## src/rtl/halloween_actuator.sv

```systemverilog
// ---------------------------------------------------------------------------
// halloween_actuator
//
// Consumer end of the decoration opcode stream. Accepts 4-bit opcodes
// {class[1:0], operand[1:0]} over a valid/ready handshake. Decodes them into
// power state, light colour, timed sound playback and timed hand/jaw/fog
// effects. Every actuator output is a flop, so an accepted opcode becomes
// visible in the cycle after the accepting edge.
//
// Ports:
//   clk          - system clock, rising edge
//   rst          - asynchronous, active-high reset
//   opcode       - {class, operand}
//   op_valid     - opcode present
//   op_ready     - opcode will be accepted this cycle (combinational)
//   power_on     - decoration powered
//   color        - 00 dark, 01 green, 10 purple, 11 orange
//   sound_active - sound playing
//   sound_sel    - 00 scream, 01 cackle, 10 boo (00 when idle)
//   wave_hands   - hand-wave actuator
//   move_jaw     - jaw actuator
//   fog          - fog machine
//   illegal_op   - one-cycle pulse on an accepted undefined opcode
//   fog_dropped  - one-cycle pulse on a fog trigger dropped by cooldown
// ---------------------------------------------------------------------------
module halloween_actuator #(
  parameter int unsigned SOUND_CYCLES  = 8,
  parameter int unsigned EFFECT_CYCLES = 6,
  parameter int unsigned FOG_CYCLES    = 10,
  parameter int unsigned FOG_COOLDOWN  = 12
) (
  input  logic       clk,
  input  logic       rst,
  input  logic [3:0] opcode,
  input  logic       op_valid,
  output logic       op_ready,
  output logic       power_on,
  output logic [1:0] color,
  output logic       sound_active,
  output logic [1:0] sound_sel,
  output logic       wave_hands,
  output logic       move_jaw,
  output logic       fog,
  output logic       illegal_op,
  output logic       fog_dropped
);

  // Power FSM states
  localparam logic [0:0] StOff = 1'b0;
  localparam logic [0:0] StOn  = 1'b1;

  // Opcode classes and the two power-class opcodes
  localparam logic [1:0] ClsPower  = 2'b00;
  localparam logic [1:0] ClsColor  = 2'b01;
  localparam logic [1:0] ClsSound  = 2'b10;
  localparam logic [1:0] ClsEffect = 2'b11;
  localparam logic [3:0] OpOn      = 4'b0000;
  localparam logic [3:0] OpReset   = 4'b0001;

  // Effect-class operands
  localparam logic [1:0] EffWave = 2'b00;
  localparam logic [1:0] EffJaw  = 2'b01;
  localparam logic [1:0] EffFog  = 2'b10;

  localparam logic [7:0] SoundLoad  = 8'(SOUND_CYCLES);
  localparam logic [7:0] EffectLoad = 8'(EFFECT_CYCLES);
  localparam logic [7:0] FogLoad    = 8'(FOG_CYCLES);
  localparam logic [7:0] CoolLoad   = 8'(FOG_COOLDOWN);

  logic [0:0] state_q, state_d;
  logic [1:0] color_q, color_d;
  logic [1:0] soundSel_q, soundSel_d;
  logic [7:0] soundCnt_q, soundCnt_d;
  logic [7:0] waveCnt_q, waveCnt_d;
  logic [7:0] jawCnt_q, jawCnt_d;
  logic [7:0] fogCnt_q, fogCnt_d;
  logic [7:0] coolCnt_q, coolCnt_d;
  logic       soundActive_q, soundActive_d;
  logic       waveHands_q, waveHands_d;
  logic       moveJaw_q, moveJaw_d;
  logic       fog_q, fog_d;
  logic       illegal_q, illegal_d;
  logic       fogDropped_q, fogDropped_d;

  logic [1:0] opClass;
  logic [1:0] operand;
  logic       opDefined;
  logic       accept;

  assign opClass = opcode[3:2];
  assign operand = opcode[1:0];

  // Operand 11 is undefined in every class; the power class also has no
  // operand 10.
  assign opDefined = (operand != 2'b11) && !((opClass == ClsPower) && operand[1]);

  // A new sound must wait until the current one has finished playing; every
  // other opcode is always taken.
  always_comb begin
    op_ready = !(soundActive_q && (opClass == ClsSound));
  end

  assign accept = op_valid && op_ready;

  // Next-state logic: counters free-run down to zero, then the accepted
  // opcode (if any) overrides. Output flags are derived from the next count
  // so they change on the same edge as the counter load.
  always_comb begin
    state_d      = state_q;
    color_d      = color_q;
    soundSel_d   = soundSel_q;
    soundCnt_d   = (soundCnt_q != 8'd0) ? soundCnt_q - 8'd1 : soundCnt_q;
    waveCnt_d    = (waveCnt_q  != 8'd0) ? waveCnt_q  - 8'd1 : waveCnt_q;
    jawCnt_d     = (jawCnt_q   != 8'd0) ? jawCnt_q   - 8'd1 : jawCnt_q;
    fogCnt_d     = (fogCnt_q   != 8'd0) ? fogCnt_q   - 8'd1 : fogCnt_q;
    illegal_d    = 1'b0;
    fogDropped_d = 1'b0;

    // The cooldown starts on the edge where fog falls.
    if (fogCnt_q == 8'd1) begin
      coolCnt_d = CoolLoad;
    end else if (coolCnt_q != 8'd0) begin
      coolCnt_d = coolCnt_q - 8'd1;
    end else begin
      coolCnt_d = coolCnt_q;
    end

    if (accept) begin
      if (!opDefined) begin
        illegal_d = 1'b1;
      end else if (opcode == OpReset) begin
        state_d    = StOff;
        color_d    = 2'b00;
        soundSel_d = 2'b00;
        soundCnt_d = 8'd0;
        waveCnt_d  = 8'd0;
        jawCnt_d   = 8'd0;
        fogCnt_d   = 8'd0;
        coolCnt_d  = 8'd0;
      end else if (opcode == OpOn) begin
        if (state_q == StOff) begin
          color_d = 2'b00;
        end
        state_d = StOn;
      end else if (state_q == StOn) begin
        case (opClass)
          ClsColor: color_d = operand + 2'd1;
          ClsSound: begin
            soundSel_d = operand;
            soundCnt_d = SoundLoad;
          end
          ClsEffect: begin
            case (operand)
              EffWave: waveCnt_d = EffectLoad;
              EffJaw:  jawCnt_d  = EffectLoad;
              EffFog: begin
                // A retrigger while fog is running extends it and must not
                // start a cooldown on this edge.
                if (fogCnt_q != 8'd0) begin
                  fogCnt_d  = FogLoad;
                  coolCnt_d = 8'd0;
                end else if (coolCnt_q != 8'd0) begin
                  fogDropped_d = 1'b1;
                end else begin
                  fogCnt_d = FogLoad;
                end
              end
              default: ;
            endcase
          end
          default: ;
        endcase
      end
    end

    soundActive_d = (soundCnt_d != 8'd0);
    waveHands_d   = (waveCnt_d  != 8'd0);
    moveJaw_d     = (jawCnt_d   != 8'd0);
    fog_d         = (fogCnt_d   != 8'd0);
    if (soundCnt_d == 8'd0) begin
      soundSel_d = 2'b00;
    end
  end

  // State and output registers; hardware reset drops everything at once.
  always_ff @(posedge clk or posedge rst) begin
    if (rst) begin
      state_q       <= StOff;
      color_q       <= 2'b00;
      soundSel_q    <= 2'b00;
      soundCnt_q    <= 8'd0;
      waveCnt_q     <= 8'd0;
      jawCnt_q      <= 8'd0;
      fogCnt_q      <= 8'd0;
      coolCnt_q     <= 8'd0;
      soundActive_q <= 1'b0;
      waveHands_q   <= 1'b0;
      moveJaw_q     <= 1'b0;
      fog_q         <= 1'b0;
      illegal_q     <= 1'b0;
      fogDropped_q  <= 1'b0;
    end else begin
      state_q       <= state_d;
      color_q       <= color_d;
      soundSel_q    <= soundSel_d;
      soundCnt_q    <= soundCnt_d;
      waveCnt_q     <= waveCnt_d;
      jawCnt_q      <= jawCnt_d;
      fogCnt_q      <= fogCnt_d;
      coolCnt_q     <= coolCnt_d;
      soundActive_q <= soundActive_d;
      waveHands_q   <= waveHands_d;
      moveJaw_q     <= moveJaw_d;
      fog_q         <= fog_d;
      illegal_q     <= illegal_d;
      fogDropped_q  <= fogDropped_d;
    end
  end

  assign power_on     = (state_q == StOn);
  assign color        = color_q;
  assign sound_active = soundActive_q;
  assign sound_sel    = soundSel_q;
  assign wave_hands   = waveHands_q;
  assign move_jaw     = moveJaw_q;
  assign fog          = fog_q;
  assign illegal_op   = illegal_q;
  assign fog_dropped  = fogDropped_q;

endmodule

```

## config.mk

```make
export PLATFORM = sky130hd
export DESIGN_NAME = halloween_actuator
export DESIGN_NICKNAME = d
export VERILOG_FILES = /design/src/rtl/halloween_actuator.sv
export SDC_FILE = /design/constraint.sdc
export NUM_CORES = 1
export LEC_CHECK = 0
export BUFFER_PORTS_ARGS = -buffer_cell sky130_fd_sc_hd__buf_2
export CORE_ASPECT_RATIO = 0.6
export CORE_MARGIN = 2
export CORE_UTILIZATION = 37
export CTS_BUF_LIST = sky130_fd_sc_hd__clkbuf_8
export DETAILED_ROUTE_END_ITERATION = 7
export RECOVER_POWER = 25
export SYNTH_ARGS = -nofsm -noshare
export SYNTH_HDL_FRONTEND = slang
export SYNTH_SLANG_ARGS = --single-unit
export TNS_END_PERCENT = 1
```

## constraint.sdc

```tcl
create_clock -name clk -period 5.7 [get_ports clk]
set_input_delay 0 -clock clk [delete_from_list [all_inputs] [get_ports clk]]
set_output_delay 0 -clock clk [all_outputs]
set_load 0.05 [all_outputs]
```

==> results.cfg <==
[global_route]
grt_pass1_wl_mm = 11.37
grt_max_degree = 52
grt-ovfl-total = 0
grt_pass1_vias = 2317
antenna_found_initial = 0
grtUsageTotal = 0.1612

[yosys]
ys_top_cells_by_count = dfrtp_1 (51), nor2_1 (50), inv_1 (22), nand2_1 (22)
synth_compound_area_frac = 0.1486
ys_types = 61
syn_avg_cell_area_um2 = 9.098
synthMuxAreaShare = 0.01026
synthArstFlopShare = 1.000
synth_top_area_cell = dfrtp_1
syn_area_um2 = 3048
synth_top_area_frac = 0.4187
synth_edf_count = 0
synth_area_leaders = dfrtp_1 (42%), ha_1 (6.2%), nor2_1 (6.2%)
synth-seq-area-share = 0.4187
ys.warnings.count = 0
synthAdderAreaFrac = 0.06158
ys_ff_latch = 51
synth_top_family_by_area = simple AND/OR/NAND/NOR gates
syn_nets = 357
syn_inst = 335
synthSimpleGateAreaFrac = 0.2360
yosysMostFrequentCell = dfrtp_1
synth_xor_area_frac = 0.09195
synth_flop_cell = dfrtp_1

[floorplan]
row_count = 25
die_area_um2 = 9004
dieWidth_um = 121.2
io_pins = 19
die_y_um = 74.31
initial_core_util = 0.3836
core_region_area_um2 = 7945

[finish]
fin_area_um2 = 3351
finalNetCount = 381
drive_gt1_frac = 0.06389
fill_cells = 812
fin_cells = 468
syn2layout_area_growth_pct = 9.934
diodes = 0

[clocking]
cts_inserted_buffers = 5
cts_tree = yes
hold_buffers = 3
cts.sinks = 51
root_buffer = clkbuf_8
path_clk_slew_ps = 90
cts_setup_buffers = 0
cts_buffer_depth = 2
cts_max_level = 2
clk_latency_ps = 320
post_cts_resized = 0

[pwr]
power_leakage_uw = 0.001467
ir_drop_uv = 235.6
p_per_area_nw_per_um2 = 527.8

[hold_path]
hold_path.class = in -> reg

[placement]
gp_routability_congestion = 0.8475
place_ws_ps = 3586
place_hpwl_mm = 4.750
port_buffers = 18
postPlaceCellArea_um2 = 3256
placed_cells = 457

[route]
drc = 0
postRouteAntennaNets = 0
vias = 2444
dr.pass1.iters = 4
drt_iter0_markers = 147
via_per_inst = 5.222
post_drt_wl_per_cell_um = 13.81
drt-total-wl_mm = 6.463

[critical_path]
cp-start-kind = primary input
rrSetupSlack_ps = 3570
required_ps = 5910
crit_buf_inv = 2
crit_family = simple AND/OR/NAND/NOR gates
crit_arrival_ps = 2450
crit_path_max_incr_delay_ps = 520
critPathCaptureType = flip-flop
cp_slowest_cell = dlygate4sd3_1
critPathMaxFanout = 6
cp_cell_sequence = dlygate4sd3_1, clkbuf_1, ha_1, or3b_4, or3_1, a31o_1, a32oi_1, o21ai_1
path_class = in -> reg

[sta]
slew_viol_final = 52
tightest_slew_ps = 1908
setup_tns_ps = 0
fin_ws_ps = 3454
fin_crit_ps = 2246
setup_viol = 0
post-route-period-util = 0.3940
hold_viol = 0
rsz0062_at_grt = false
slew_headroom = -0.2737
fmax_mhz = 445.2
skew_ps = 8.171

[flow_run]
drv_cap = 1

[status]
violations = max-capacitance violations, max-slew violations
status = finished with violations
## placed cells by master (no fill, tap or decap), types with 3 or more instances in the layout
cell type / count
a211oi_1: 4
a21o_1: 5
a21oi_1: 16
a31oi_1: 4
buf_2: 5
clkbuf_1: 13
clkbuf_8: 5
dfrtp_1: 51
dlygate4sd3_1: 3
ha_1: 15
inv_1: 24
nand2_1: 22
nand2b_1: 3
nand3_1: 12
nor2_1: 50
nor2b_1: 5
nor3_1: 15
nor3b_1: 3
nor4_1: 5
nor4b_1: 3
o211ai_1: 5
o21a_1: 3
o21ai_0: 6
o21ai_1: 3
or2_2: 3
or3_1: 6
xnor2_1: 16
xor2_1: 16
## cells by family (layout without fill, tap and decap cells)
kind of cell,Yosys count,after routing
XOR/XNOR,32,32
flip-flops,51,51
adder cells (fa/ha/maj),15,15
AO/OA/AOI/OAI,66,66
AND/OR/NAND/NOR,142,142
multiplexers,3,3
buffers and inverters,26,51
## worst reg2reg max path, stage by stage (launching register included)
cell	delay, ps
dfrtp_1	440
inv_1	110
ha_1	240
or4b_1	510
nor4b_1	300
a211o_1	140
a41o_1	160
nand4bb_1	100
## power by group
part           switching [µW]  leakage [µW]  internal (µW)  total (µW)
Combinational             471      0.000813            367         839
Sequential                197      0.000604            527         723
Clock                     123     0.0000505           82.9         206
## worst paths after layout
| kind | end | from | cells after the start |
|---|---|---|---|
| min reg2reg | color[0]$_DFFE_PP0P_ | color[0]$_DFFE_PP0P_ | 1 |
| min in group asynchronous | coolCnt_q[6]$_DFF_PP0_ | rst | 3 |
| max in group asynchronous | fog$_DFF_PP0_ | rst | 3 |
| max reg2reg | fog$_DFF_PP0_ | fogCnt_q[0]$_DFF_PP0_ | 7 |
| min | sound_sel[1]$_DFFE_PP0P_ | opcode[1] | 3 |
| max | sound_sel[1]$_DFFE_PP0P_ | opcode[0] | 8 |
## final cells by class
type | instances | area [µm²] | area share
Clock buffer | 5 | 68.82 | 0.02054
Clock inverter | 3 | 12.51 | 0.003734
Inverter | 22 | 82.58 | 0.02465
Multi-Input combinational cell | 258 | 1672 | 0.4989
Sequential cell | 51 | 1276 | 0.3809
Tap cell | 108 | 135.1 | 0.04033
Timing Repair Buffer | 21 | 103.9 | 0.03099
## flip-flops by register name, summed over array words and instances, names as in the netlist
name          flops
coolCnt_q         8
waveCnt_q         8
illegal_op        1
color             2
fogCnt_q          8
jawCnt_q          8
fog_dropped       1
soundCnt_q        8
sound_sel         2
sound_active      1
fog               1
power_on          1
move_jaw          1
wave_hands        1
## per-stage QoR
stage	util	hold slack [ps]	total power, µW
CTS	0.4238	56.33	1776
detailed placement	0.4098	259.9	1562
global placement	0.4098	261.3	1550
global route	0.4217	97.06	1945
finish	0.4217	54.86	1769
floorplan	-	122.1	1374
## per-layer routing
metal	routed length, µm	global-route usage	up-vias
li1	-	-	1227
met2	2405	0.2154	50
met1	3644	0.2532	1160
met3	359	0.04908	7
met4	53	0.03065	0
met5	0	0	-
No activity file was read; power rests on OpenSTA's default activity.
